--- src/rtl/ahb_lite_master_bridge_pkg.sv ---
// Shared AHB-Lite encodings and FSM state type for the core-to-AHB master bridge.
package ahb_lite_master_bridge_pkg;

    localparam logic [1:0] HTRANS_IDLE   = 2'b00;
    localparam logic [1:0] HTRANS_BUSY   = 2'b01;
    localparam logic [1:0] HTRANS_NONSEQ = 2'b10;
    localparam logic [1:0] HTRANS_SEQ    = 2'b11;

    localparam logic [2:0] HSIZE_BYTE = 3'b000;
    localparam logic [2:0] HSIZE_HALF = 3'b001;
    localparam logic [2:0] HSIZE_WORD = 3'b010;

    localparam logic [1:0] SIZE_BYTE = 2'b00;
    localparam logic [1:0] SIZE_HALF = 2'b01;
    localparam logic [1:0] SIZE_WORD = 2'b10;

    localparam logic [2:0] HBURST_SINGLE = 3'b000;

    localparam logic HRESP_OKAY  = 1'b0;
    localparam logic HRESP_ERROR = 1'b1;

    typedef enum logic [2:0] {
        ST_IDLE = 3'd0,
        ST_ADDR = 3'd1,
        ST_DATA = 3'd2,
        ST_ACK  = 3'd3,
        ST_MERR = 3'd4
    } state_t;

    // Size 11 has no AHB-Lite meaning for this core, so it is folded into the misaligned case.
    function automatic logic is_misaligned(input logic [1:0] size, input logic [1:0] addr_lo);
        logic bad;
        bad = 1'b0;
        case (size)
            SIZE_BYTE: bad = 1'b0;
            SIZE_HALF: bad = addr_lo[0];
            SIZE_WORD: bad = (addr_lo != 2'b00);
            default:   bad = 1'b1;
        endcase
        return bad;
    endfunction

endpackage

--- src/rtl/ahb_lite_master_bridge_if.sv ---
// Core request/response and AHB-Lite master signals of the bridge, with bridge-side and far-side views.
interface ahb_lite_master_bridge_if;

    logic        req_i;
    logic        we_i;
    logic [31:0] addr_i;
    logic [1:0]  size_i;
    logic        unsigned_i;
    logic [31:0] wdata_i;
    logic        ack_o;
    logic        err_o;
    logic [31:0] rdata_o;

    logic [31:0] HADDR;
    logic [1:0]  HTRANS;
    logic        HWRITE;
    logic [2:0]  HSIZE;
    logic [2:0]  HBURST;
    logic [3:0]  HPROT;
    logic [31:0] HWDATA;
    logic [31:0] HRDATA;
    logic        HREADY;
    logic        HRESP;

    modport master (
        input  req_i, we_i, addr_i, size_i, unsigned_i, wdata_i,
        output ack_o, err_o, rdata_o,
        output HADDR, HTRANS, HWRITE, HSIZE, HBURST, HPROT, HWDATA,
        input  HRDATA, HREADY, HRESP
    );

    modport slave (
        output req_i, we_i, addr_i, size_i, unsigned_i, wdata_i,
        input  ack_o, err_o, rdata_o,
        input  HADDR, HTRANS, HWRITE, HSIZE, HBURST, HPROT, HWDATA,
        output HRDATA, HREADY, HRESP
    );

endinterface

--- src/rtl/ahb_lane_unit.sv ---
// Combinational byte-lane steering: write-data replication and read-lane extract with sign/zero extend.
module ahb_lane_unit
    import ahb_lite_master_bridge_pkg::*;
(
    input  logic [1:0]  i_size,
    input  logic [1:0]  i_addr_lo,
    input  logic        i_unsigned,
    input  logic [31:0] i_wdata,
    input  logic [31:0] i_hrdata,
    output logic [31:0] o_hwdata,
    output logic [31:0] o_rdata
);

    logic [7:0]  w_byte;
    logic [15:0] w_half;

    always_comb begin
        w_byte = i_hrdata[7:0];
        case (i_addr_lo)
            2'd0:    w_byte = i_hrdata[7:0];
            2'd1:    w_byte = i_hrdata[15:8];
            2'd2:    w_byte = i_hrdata[23:16];
            default: w_byte = i_hrdata[31:24];
        endcase
        w_half = i_addr_lo[1] ? i_hrdata[31:16] : i_hrdata[15:0];
    end

    always_comb begin
        o_hwdata = i_wdata;
        o_rdata  = i_hrdata;
        case (i_size)
            SIZE_BYTE: begin
                o_hwdata = {4{i_wdata[7:0]}};
                o_rdata  = {{24{~i_unsigned & w_byte[7]}}, w_byte};
            end
            SIZE_HALF: begin
                o_hwdata = {2{i_wdata[15:0]}};
                o_rdata  = {{16{~i_unsigned & w_half[15]}}, w_half};
            end
            default: begin
                o_hwdata = i_wdata;
                o_rdata  = i_hrdata;
            end
        endcase
    end

endmodule

--- src/rtl/ahb_lite_master_bridge.sv ---
// Single-outstanding load/store to AHB-Lite SINGLE transfer bridge with registered address/data-phase FSM.
//   state | meaning
//   IDLE  | bus idle, sampling req_i
//   ADDR  | NONSEQ on bus, waiting for HREADY to close address phase
//   DATA  | data phase, waiting for HREADY to take response
//   ACK   | ack_o pulse being retired, no new request accepted
//   MERR  | misaligned request, answer with error without bus traffic
module ahb_lite_master_bridge
    import ahb_lite_master_bridge_pkg::*;
#(
    parameter logic [3:0] HPROT_VAL = 4'b0011
) (
    input  logic                      HCLK,
    input  logic                      HRESETn,
    ahb_lite_master_bridge_if.master  bus
);

    state_t      r_state;
    logic [31:0] r_haddr;
    logic [1:0]  r_htrans;
    logic        r_hwrite;
    logic [2:0]  r_hsize;
    logic [31:0] r_hwdata;
    logic [31:0] r_wdata;
    logic        r_unsigned;
    logic        r_ack;
    logic        r_err;
    logic [31:0] r_rdata;

    logic [31:0] w_hwdata;
    logic [31:0] w_rdata;

    ahb_lane_unit u_lane (
        .i_size     (r_hsize[1:0]),
        .i_addr_lo  (r_haddr[1:0]),
        .i_unsigned (r_unsigned),
        .i_wdata    (r_wdata),
        .i_hrdata   (bus.HRDATA),
        .o_hwdata   (w_hwdata),
        .o_rdata    (w_rdata)
    );

    always_ff @(posedge HCLK) begin
        if (!HRESETn) begin
            r_state    <= ST_IDLE;
            r_haddr    <= '0;
            r_htrans   <= HTRANS_IDLE;
            r_hwrite   <= 1'b0;
            r_hsize    <= HSIZE_BYTE;
            r_hwdata   <= '0;
            r_wdata    <= '0;
            r_unsigned <= 1'b0;
            r_ack      <= 1'b0;
            r_err      <= 1'b0;
            r_rdata    <= '0;
        end else begin
            case (r_state)
                ST_IDLE: begin
                    r_ack    <= 1'b0;
                    r_err    <= 1'b0;
                    r_htrans <= HTRANS_IDLE;
                    if (bus.req_i) begin
                        if (is_misaligned(bus.size_i, bus.addr_i[1:0])) begin
                            r_state <= ST_MERR;
                        end else begin
                            r_haddr    <= bus.addr_i;
                            r_hwrite   <= bus.we_i;
                            r_hsize    <= {1'b0, bus.size_i};
                            r_wdata    <= bus.wdata_i;
                            r_unsigned <= bus.unsigned_i;
                            r_htrans   <= HTRANS_NONSEQ;
                            r_state    <= ST_ADDR;
                        end
                    end
                end
                ST_ADDR: begin
                    if (bus.HREADY) begin
                        r_htrans <= HTRANS_IDLE;
                        if (r_hwrite) begin
                            r_hwdata <= w_hwdata;
                        end
                        r_state <= ST_DATA;
                    end
                end
                ST_DATA: begin
                    // HRESP alone is only the first cycle of a two-cycle ERROR; act on HREADY.
                    if (bus.HREADY) begin
                        r_ack <= 1'b1;
                        r_err <= (bus.HRESP == HRESP_ERROR);
                        if ((bus.HRESP == HRESP_OKAY) && !r_hwrite) begin
                            r_rdata <= w_rdata;
                        end
                        r_state <= ST_ACK;
                    end
                end
                ST_ACK: begin
                    r_ack   <= 1'b0;
                    r_err   <= 1'b0;
                    r_state <= ST_IDLE;
                end
                ST_MERR: begin
                    r_ack   <= 1'b1;
                    r_err   <= 1'b1;
                    r_state <= ST_ACK;
                end
                default: begin
                    r_htrans <= HTRANS_IDLE;
                    r_ack    <= 1'b0;
                    r_err    <= 1'b0;
                    r_state  <= ST_IDLE;
                end
            endcase
        end
    end

    assign bus.ack_o   = r_ack;
    assign bus.err_o   = r_err;
    assign bus.rdata_o = r_rdata;
    assign bus.HADDR   = r_haddr;
    assign bus.HTRANS  = r_htrans;
    assign bus.HWRITE  = r_hwrite;
    assign bus.HSIZE   = r_hsize;
    assign bus.HBURST  = HBURST_SINGLE;
    assign bus.HPROT   = HPROT_VAL;
    assign bus.HWDATA  = r_hwdata;

endmodule
--- src/flat_wrapper.sv ---
// flat-port wrapper written by rule: the top's interface ports become plain ports
module ahb_lite_master_bridge_flat import ahb_lite_master_bridge_pkg::*;
#(
    parameter logic [3:0] HPROT_VAL = 4'b0011
)
  (HCLK, HRESETn, bus_req_i, bus_we_i, bus_addr_i, bus_size_i, bus_unsigned_i, bus_wdata_i, bus_ack_o, bus_err_o, bus_rdata_o, bus_HADDR, bus_HTRANS, bus_HWRITE, bus_HSIZE, bus_HBURST, bus_HPROT, bus_HWDATA, bus_HRDATA, bus_HREADY, bus_HRESP);
  ahb_lite_master_bridge_if bus_i ();
  input  logic HCLK;
  input  logic HRESETn;
  input wire logic [$bits(bus_i.req_i)-1:0] bus_req_i;
  input wire logic [$bits(bus_i.we_i)-1:0] bus_we_i;
  input wire logic [$bits(bus_i.addr_i)-1:0] bus_addr_i;
  input wire logic [$bits(bus_i.size_i)-1:0] bus_size_i;
  input wire logic [$bits(bus_i.unsigned_i)-1:0] bus_unsigned_i;
  input wire logic [$bits(bus_i.wdata_i)-1:0] bus_wdata_i;
  output wire logic [$bits(bus_i.ack_o)-1:0] bus_ack_o;
  output wire logic [$bits(bus_i.err_o)-1:0] bus_err_o;
  output wire logic [$bits(bus_i.rdata_o)-1:0] bus_rdata_o;
  output wire logic [$bits(bus_i.HADDR)-1:0] bus_HADDR;
  output wire logic [$bits(bus_i.HTRANS)-1:0] bus_HTRANS;
  output wire logic [$bits(bus_i.HWRITE)-1:0] bus_HWRITE;
  output wire logic [$bits(bus_i.HSIZE)-1:0] bus_HSIZE;
  output wire logic [$bits(bus_i.HBURST)-1:0] bus_HBURST;
  output wire logic [$bits(bus_i.HPROT)-1:0] bus_HPROT;
  output wire logic [$bits(bus_i.HWDATA)-1:0] bus_HWDATA;
  input wire logic [$bits(bus_i.HRDATA)-1:0] bus_HRDATA;
  input wire logic [$bits(bus_i.HREADY)-1:0] bus_HREADY;
  input wire logic [$bits(bus_i.HRESP)-1:0] bus_HRESP;
  assign bus_i.req_i = bus_req_i;
  assign bus_i.we_i = bus_we_i;
  assign bus_i.addr_i = bus_addr_i;
  assign bus_i.size_i = bus_size_i;
  assign bus_i.unsigned_i = bus_unsigned_i;
  assign bus_i.wdata_i = bus_wdata_i;
  assign bus_ack_o = bus_i.ack_o;
  assign bus_err_o = bus_i.err_o;
  assign bus_rdata_o = bus_i.rdata_o;
  assign bus_HADDR = bus_i.HADDR;
  assign bus_HTRANS = bus_i.HTRANS;
  assign bus_HWRITE = bus_i.HWRITE;
  assign bus_HSIZE = bus_i.HSIZE;
  assign bus_HBURST = bus_i.HBURST;
  assign bus_HPROT = bus_i.HPROT;
  assign bus_HWDATA = bus_i.HWDATA;
  assign bus_i.HRDATA = bus_HRDATA;
  assign bus_i.HREADY = bus_HREADY;
  assign bus_i.HRESP = bus_HRESP;
  ahb_lite_master_bridge #(.HPROT_VAL(HPROT_VAL)) u_core (.HCLK(HCLK), .HRESETn(HRESETn), .bus(bus_i));
endmodule
--- config.mk ---
export PLATFORM = sky130hd
export DESIGN_NAME = ahb_lite_master_bridge_flat
export DESIGN_NICKNAME = d
export VERILOG_FILES = /design/src/rtl/ahb_lite_master_bridge_pkg.sv /design/src/rtl/ahb_lite_master_bridge_if.sv /design/src/rtl/ahb_lane_unit.sv /design/src/rtl/ahb_lite_master_bridge.sv /design/src/flat_wrapper.sv
export SDC_FILE = /design/constraint.sdc
export NUM_CORES = 1
export LEC_CHECK = 0
export ABC_CLOCK_PERIOD_IN_PS = 2500
export CORE_MARGIN = 2
export CORE_UTILIZATION = 46
export DETAILED_ROUTE_END_ITERATION = 10
export GPL_TIMING_DRIVEN = 0
export PLACE_DENSITY = 0.88
export SYNTH_ARGS = -nofsm -noshare
export SYNTH_HDL_FRONTEND = slang
export SYNTH_HIERARCHICAL = 1
export SYNTH_SLANG_ARGS = --single-unit
--- constraint.sdc ---
create_clock -name HCLK -period 2.5 [get_ports HCLK]
set_clock_uncertainty 0.1 [all_clocks]
set_input_delay 0.5 -clock HCLK [delete_from_list [all_inputs] [get_ports HCLK]]
set_output_delay 0.5 -clock HCLK [all_outputs]
set_load 0.01 [all_outputs]
# After elaboration in Yosys (flattened, before gate mapping)
# Index checks and enable logic that the tools add are counted.
dict set report classes {
  n_mux 21
  n_reduce_logical 14
  n_eq_ne 12
  bitwise_logic 7
}
# op n
set op_table {}
lappend op_table {{$pmux 32 s2} 2}
lappend op_table {{$pmux 8 s3} 1}
lappend op_table {{$mux 16} 1}
lappend op_table {{$mux 3} 4}
lappend op_table {{$pmux 3 s4} 1}
lappend op_table {{$reduce_and 3->1} 4}
lappend op_table {{$pmux 1 s3} 3}
lappend op_table {{$eq 2x1->1 const B} 3}
lappend op_table {{$eq 3x2->1 const B} 2}
lappend op_table {{$logic_not 2->1} 3}
lappend op_table {{$mux 2} 3}
lappend op_table {{$ne 2x2->1 const B} 3}
lappend op_table {{$pmux 2 s3} 1}
lappend op_table {{$mux 1} 5}
lappend op_table {{$not 1->1} 5}
lappend op_table {{$eq 2x2->1 const B} 2}
lappend op_table {{$reduce_and 2->1} 2}
lappend op_table {{$eq 3x1->1 const B} 1}
lappend op_table {{$eq 3x3->1 const B} 1}
lappend op_table {{$logic_not 3->1} 1}
lappend op_table {{$reduce_or 3->1} 1}
lappend op_table {{$and 1x1->1} 2}
lappend op_table {{$reduce_bool 2->1} 1}
lappend op_table {{$logic_and 1x1->1} 1}
lappend op_table {{$logic_not 1->1} 1}
dict set report word_totals {
  word_cells 65
  reg_bits 139
}

# Longest topological paths before layout
# Gate-level depths: netlist (run 1).
dict set report logic_depth {
  depth_word 8
  ltp_mapped 8
  ltp_nobuf 6
}

# Cells and area by module
# The synthesis (run 1) kept the hierarchy.
# module seq_area_each_um2 area_per_inst_um2 n_inst cells_each
set modules_own_cells {}
lappend modules_own_cells {ahb_lite_master_bridge 2762.6 5266.3 1 641}
lappend modules_own_cells {ahb_lane_unit 0.0 1104.8 1 174}

# Worst setup path before layout (run 1)
# No wires, ideal clock.
dict set report synth_timing {
  path_type {flip-flop to flip-flop}
  start {register u_core.r_state[0]}
  end {register u_core.r_rdata[10] (netlist: u_core/bus.rdata_o[10])}
  path_buffers 3
  arrival_time_ps 1580
  t_required_ps 2284
  path_slack_ps 704
  path_stages_with_launch 8
  cell_sequence {dfxtp_1 -> buf_4 -> or3b_4 -> or3b_1 -> buf_6 -> buf_6 -> nand2_2 -> a21boi_1}
}
dict set report synth_between {
  elab_chain_cells 2
}
# item line_no
set synth_rtl {}
lappend synth_rtl {{start: declaration} ahb_lite_master_bridge.sv:18} ;# state_t r_state;
lappend synth_rtl {{start signal: assignment} ahb_lite_master_bridge.sv:45} ;# r_state <= ST_IDLE;
lappend synth_rtl {{start signal: assignment} ahb_lite_master_bridge.sv:64} ;# r_state <= ST_MERR;
lappend synth_rtl {{start signal: assignment} ahb_lite_master_bridge.sv:72} ;# r_state <= ST_ADDR;
lappend synth_rtl {{$eq 3x2->1} ahb_lite_master_bridge.sv:57} ;# case (r_state)
lappend synth_rtl {{$reduce_and 3->1 (no line)} n/a}
lappend synth_rtl {{end signal: assignment} ahb_lite_master_bridge.sv:91} ;# r_rdata <= w_rdata;
lappend synth_rtl {{end: declaration} ahb_lite_master_bridge.sv:28} ;# logic [31:0] r_rdata;
# No other way between the ends.
# A chain may end at the register's enable or synchronous reset.

# Worst setup path in the final report (run 1)
dict set report layout_timing {
  start {input bus_addr_i[0]}
  end {register u_core.r_wdata[22]}
}
dict set report layout_between {
  elab_chain_cells 7
}
# item line_no
set layout_rtl {}
lappend layout_rtl {{start: declaration} flat_wrapper.sv:12} ;# input wire logic [$bits(bus_i.addr_i)-1:0] bus_addr_i;
lappend layout_rtl {{$reduce_bool 2->1} ahb_lite_master_bridge_pkg.sv:37} ;# SIZE_WORD: bad = (addr_lo != 2'b00);
lappend layout_rtl {{$pmux 1 s3 (*)} ahb_lite_master_bridge_pkg.sv:34} ;# case (size)
lappend layout_rtl {{$mux 1 (*)} ahb_lite_master_bridge.sv:62} ;# if (bus.req_i) begin
lappend layout_rtl {{$mux 1 (*)} ahb_lite_master_bridge.sv:57}
lappend layout_rtl {{$mux 1 (*)} ahb_lite_master_bridge.sv:44} ;# if (!HRESETn) begin
lappend layout_rtl {{$not 1->1 (no line) (*)} n/a}
lappend layout_rtl {{$reduce_and 3->1 (no line) (*)} n/a}
lappend layout_rtl {{end signal: assignment} ahb_lite_master_bridge.sv:69} ;# r_wdata <= bus.wdata_i;
lappend layout_rtl {{end: declaration} ahb_lite_master_bridge.sv:24} ;# logic [31:0] r_wdata;
# Mark *: on every way between the ends. The rest lies on a longest branch, timed or not. The select of a mux whose other input is x is not followed.

==> results of run 1 <==
[cells in the final DEF, fill, tap and decap left out, types with 2 or more instances in the layout]
master and n:
a22oi_1 2, buf_4 23, nand2_1 250, nand2_2 10
a21o_1 3, nand2b_1 6, conb_1 9, nor3_1 5
bufinv_16 2, and2b_1 2, clkbuf_1 33, clkbuf_8 2
mux2_2 16, a221o_1 8, nor2b_1 7, buf_2 14
o21ai_0 85, inv_1 6, clkinv_4 2, nor2_1 6
a21boi_0 37, dfxtp_1 138, and3_1 2, mux2i_1 16
buf_6 4, buf_1 12, o22ai_1 2, clkinv_2 2
a21oi_1 7, a21boi_1 30, clkdlybuf4s50_1 205, clkinvlp_4 3
nand3_1 69, clkbuf_16 17, o21ai_1 4
[routing by layer]
layer | wire (um) | vias to the layer above | share of wire [%] | global-route usage, %
met5 | 0 | - | 0 | 0
met4 | 535 | 0 | 2.7 | 11.2
met3 | 1580 | 46 | 8.0 | 7.49
met2 | 9470 | 310 | 48 | 45.0
met1 | 8190 | 3036 | 41 | 31.8
li1 | - | 3174 | - | -
[layout make-up]
class	instances	area (um2)
multi-input combinational	594	3160
clock buffer	21	460
inverter	6	22.5
sequential	138	2760
clock inverter	10	119
buffer	84	449
timing repair buffer	205	2050
tap	180	225
fill	1144	4470
[logic make-up (layout without fill, tap and decap cells)]
group / after synthesis / count (layout)
buffers and inverters: 90 / 326
AO/OA/AOI/OAI: 187 / 187
AND/OR/NAND/NOR: 365 / 365
flip-flops: 138 / 138
multiplexers: 32 / 32
XOR/XNOR: 1 / 1
other: 2 / 9
[state kept, by name, summed over array words and instances (netlist names)]
| name | count |
|---|---|
| u_core/bus.HTRANS | 1 |
| u_core/bus.ack_o | 1 |
| u_core/bus.HADDR | 32 |
| u_core/bus.HSIZE | 2 |
| u_core/r_state | 3 |
| u_core/bus.HWRITE | 1 |
| u_core/bus.err_o | 1 |
| u_core/bus.rdata_o | 32 |
| u_core/bus.HWDATA | 32 |
| u_core/r_wdata | 32 |
| u_core/r_unsigned | 1 |
[tightest hold or removal path: stages (launching register included)]
cell and delay, ns:
dfxtp_1 0.30, nand2_1 0.05, a21boi_1 0.05
[per-stage QoR]
| stage | instances | worst slack (ns) | hold WS, ns | total power, mW | util (%) |
|---|---|---|---|---|---|
| after floorplan | 822 | 0.704 | 0.338 | 2.89 | - |
| after global placement | 1207 | -0.0686 | 0.343 | 3.30 | 63.2 |
| after detailed placement | 1207 | -0.0851 | 0.344 | 3.32 | 63.2 |
| after CTS | 1238 | 0.257 | 0.351 | 5.78 | 67.5 |
| after global routing | 1238 | 0.0949 | 0.372 | 5.97 | 67.5 |
| final | 1238 | 0.252 | 0.350 | 5.76 | 67.5 |
[power by group]
group	total (mW)	switching, mW	internal [mW]	leakage (nW)
Combinational	0.922	0.460	0.462	2.02
Sequential	2.37	0.0777	2.29	1.12
Clock	2.47	0.951	1.52	0.276
Total	5.76	1.49	4.27	3.42
[path summary, 6_finish.rpt]
kind | start | end | slack (ns) | depth (start not counted)
setup / recovery | bus_addr_i[0] | u_core/r_wdata[22]$_SDFFE_PN0P_ | 0.25 | 8
hold / removal | u_core/bus.rdata_o[14]$_SDFFE_PN0P_ | u_core/bus.rdata_o[14]$_SDFFE_PN0P_ | 0.35 | 2
setup reg to reg | u_core/bus.HADDR[1]$_SDFFE_PN0P_ | u_core/bus.rdata_o[4]$_SDFFE_PN0P_ | 0.50 | 7
hold reg to reg | u_core/bus.rdata_o[14]$_SDFFE_PN0P_ | u_core/bus.rdata_o[14]$_SDFFE_PN0P_ | 0.35 | 2
==> out/results.txt, run 1 <==
dominant synthesized flop cell -> dfxtp_1
Slowest-stage cell, CP -> clkdlybuf4s50_1
synthesized area per cell -> 7.82 um2
Post-synth EDFFs -> 0
XOR/XNOR share of the synthesized area -> 0.137%
total CTS buffers -> 17
number of DRC markers in iteration 0 -> 435
Post-Synthesis Cells -> 815
top cells by area, synth -> dfxtp_1 (43%), nand2_1 (15%), o21ai_0 (6.7%)
Crit path required time -> 2.69 ns
setup bufs post-CTS -> 0
Post-Route Setup TNS -> 0 ns
sequential fraction of the synthesis area -> 43.4%
clock buffer depth -> 2
fin. max-slew vios -> 0
most frequent cell after synthesis -> nand2_1
CTS root buffer -> clkbuf_16
Row Count -> 43
Setup violations, final -> 0
Worst-Margin Slew -> 0.553 ns
final wirelength -> 19,800 um
Die Ht -> 122 um
count of cell types in the netlist -> 46
Overall Global Routing Usage -> 26.6%
share of layout cells above drive strength 1 -> 9.83%
adder-cell share of the synthesized area -> 0%
routability cong. -> 0.910
endpoints failing hold -> 0
# clock sinks -> 138
CP endpoint kind -> flip-flop
# IOs -> 216
VDD IR max -> 0.000586 V
CP Class -> primary input to flip-flop
power density over the cells -> 622 mW/mm2
largest net degree at the start of global routing -> 17
Layout Nets -> 1,151
cts hold-fix bufs -> 0
Initial Utilization -> 46.4%
Critical Path Most Common Cell -> buf_2
post-synth top area share -> 43.4%
crit share post-route -> 89.9%
Syn Std Cell Area -> 0.00637 mm2
slew margin rel. -> 63.1%
initial antenna violation count -> 0
Final HPWL DP -> 14,800 um
mux contribution to synthesized area -> 5.34%
CTS tree -> yes
Yosys reg bits -> 138
outcome -> finished clean
area of the core -> 0.0137 mm2
Gates resized, CTS repair -> 0
Worst Path Arrival -> 2.44 ns
delay-heaviest family, CP -> buffers and inverters
leakage -> 3.42 nW
antenna-violating nets left -> 0
number of global-route vias before repair -> 6,180
maxcap violations -> 0
Clock transition at path regs -> 0.06 ns
Die Area -> 0.0148 mm2
Remaining Overflow, GRT -> 0
first-pass GRT wire length -> 30,600 um
# DRC -> 0
Routed WL per cell -> 16.0 um
Hold Crit Class -> flip-flop to flip-flop
RSZ-0062 raised after global routing -> false
DR pass1 iterations -> 5
compound-cell area share of the yosys netlist -> 18.8%
Critical Path Fanout Max -> 10
Die X -> 122 um
startpoint types -> primary input
critical-path cell list -> clkdlybuf4s50_1, nor3_1, o21ai_1, buf_2, buf_2, buf_1, nand3_1, o21ai_0
Skew-Pair Late Insertion Delay -> 0.43 ns
Ys Warns -> 6
Vias -> 6,566
htree depth -> 4
largest stage delay on the critical path -> 0.44 ns
Area Growth Syn to Fin -> 45.2%
largest family of logic cells by synthesized area -> simple AND/OR/NAND/NOR gates
Simple-Gate Fraction of Synth Area -> 24.8%
minimum clock period -> 2.25 ns
top cell type by total area after synthesis -> dfxtp_1
Via density -> 5.30
achievable clock frequency -> 445 MHz
PortBufs -> 205
Buf/Inv on CP -> 4
Diodes inserted -> 0
synth cell count leaders -> nand2_1 (250), dfxtp_1 (138), o21ai_0 (85), nand3_1 (69), a21boi_0 (37)
final instance area -> 0.00925 mm2
Synth async-reset ratio -> 0%
Cell Area, Placed -> 0.00867 mm2
Note: power is estimated with default switching activity, not from simulation.
==> run 2, diff against run 1 <==
Settings changed: SKIP_LAST_GASP from default to 1, SLEW_MARGIN from default to 25.
==> results of run 2 <==
The final DEF is identical to that of run 1; final timing and power are the same.
==> run 3, diff against run 2 <==
Settings changed: CORE_MARGIN 2 to default.
==> run 3 against run 2 <==
Via count increased by 0.17%; wire length increased by 1.4%; sequential share of layout area about the same; critical endpoint is now u_core/r_wdata[11]$_SDFFE_PN0P_.
==> out/results.txt, run 3 (synthesis gave the netlist of run 1 again) <==
outcome -> finished clean
Area Growth Syn to Fin -> 45.3%
RSZ-0062 raised after global routing -> false
area of the core -> 0.0134 mm2
largest net degree at the start of global routing -> 17
clock buffer depth -> 2
Sequential Area -> 0.00276 mm2
power density over the cells -> 622 mW/mm2
initial antenna violation count -> 0
number of DRC markers in iteration 0 -> 515
CP endpoint kind -> flip-flop
final instance area -> 0.00926 mm2
Hold Path Depth -> 2
Gates resized, CTS repair -> 0
Initial Utilization -> 47.5%
leakage -> 3.42 nW
Worst-Margin Slew -> 0.620 ns
share of layout cells above drive strength 1 -> 9.92%
total CTS buffers -> 17
fin. max-slew vios -> 0
crit share post-route -> 92.2%
CP Class -> primary input to flip-flop
Crit path required time -> 2.74 ns
Worst R2R Path Depth -> 6
overall power -> 5.76 mW
Overall Global Routing Usage -> 28.3%
Die Area -> 0.0143 mm2
most common cell after layout, fill and taps aside -> nand2_1
PnR worst setup slack -> 0.196 ns
minimum clock period -> 2.30 ns
Remaining Overflow, GRT -> 0
PortBufs -> 205
routability cong. -> 0.906
Hold Crit Class -> flip-flop to flip-flop
endpoints failing hold -> 0
CTS root buffer -> clkbuf_16
startpoint types -> primary input
Layout Nets -> 1,151
htree depth -> 4
Routed WL per cell -> 16.2 um
placed insts -> 1,203
Skew-Pair Late Insertion Delay -> 0.42 ns
cts hold-fix bufs -> 0
Worst Path Arrival -> 2.54 ns
VDD IR max -> 0.000463 V
Setup violations, final -> 0
maxcap violations -> 0
Clock transition at path regs -> 0.06 ns
pre-CTS WS -> -0.159 ns
most frequent cells in the layout -> nand2_1 (250), clkdlybuf4s50_1 (205), dfxtp_1 (138)
Final HPWL DP -> 14,600 um
final wirelength -> 20,000 um
# clock sinks -> 138
first-pass GRT wire length -> 31,100 um
achievable clock frequency -> 434 MHz
# DRC -> 0
CTS tree -> yes
antenna-violating nets left -> 0
number of global-route vias before repair -> 6,145
setup bufs post-CTS -> 0
Row Count -> 42
final cell count without fillers -> 1,235
Diodes inserted -> 0
Via density -> 5.33
Die X -> 120 um
Cell Area, Placed -> 0.00867 mm2
DR pass1 iterations -> 5
Die Ht -> 120 um
Critical Path Fanout Max -> 10
FILL cells -> 1,068
Multi-input gate area -> 0.00316 mm2
slew margin rel. -> 58.7%
Vias -> 6,577
# IOs -> 216
run 3: changes by cell type in the layout (fill, tap and decap cells not counted), sizes merged:
cell    before  now
clkbuf      52   55
clkinv       4    2
bufinv       2    1
inv          7    8
run 3: routing by layer:
layer	GRT usage [%]	part of all wire [%]
met1	34.0	40
met2	46.4	47
met4	12.5	2.7
met3	8.56	9.8
met5	0	0
run 3: final timing paths:
path,startpoint,to,slack [ns]
worst min register to register,u_core/bus.rdata_o[19]$_SDFFE_PN0P_,u_core/bus.rdata_o[19]$_SDFFE_PN0P_,0.35
worst max-delay path,bus_size_i[0],u_core/r_wdata[11]$_SDFFE_PN0P_,0.20
worst max register to register,u_core/bus.HSIZE[1]$_SDFFE_PN0P_,u_core/bus.HWDATA[25]$_SDFFE_PN0P_,0.46
worst min-delay path,u_core/bus.rdata_o[19]$_SDFFE_PN0P_,u_core/bus.rdata_o[19]$_SDFFE_PN0P_,0.35
run 3: worst max-delay path, cell delays in order:
cell and delay [ns]:
clkdlybuf4s50_1 0.52, a21oi_1 0.14, o21ai_1 0.19, buf_2 0.25, buf_2 0.25, buf_1 0.40
nand3_1 0.16, o21ai_0 0.12
run 3: layout make-up:
| cell class | instances | share of cell area (%) |
|---|---|---|
| plain buffers | 84 | 4.85 |
| well taps | 176 | 2.38 |
| clock buffers | 24 | 5.42 |
| repair buffers | 205 | 22.2 |
| multi-input cells | 594 | 34.2 |
| clock inverters | 8 | 0.906 |
| inverters | 6 | 0.243 |
| flip-flops and latches | 138 | 29.8 |
run 3: stage by stage:
stage | hold slack [ns] | TNS (ns) | utilization [%]
CTS | 0.353 | 0 | 69.1
global placement | 0.342 | -0.602 | 64.7
finish | 0.353 | 0 | 69.1
global route | 0.374 | 0 | 69.1
floorplan | 0.338 | 0 | -
detailed placement | 0.345 | -2.44 | 64.7
run 3: report_power, final:
group          internal [mW]  switching, mW  leakage [nW]
combinational          0.462          0.462          2.02
sequential              2.29         0.0781          1.12
clock                   1.51          0.954         0.279
total                   4.26           1.49          3.42
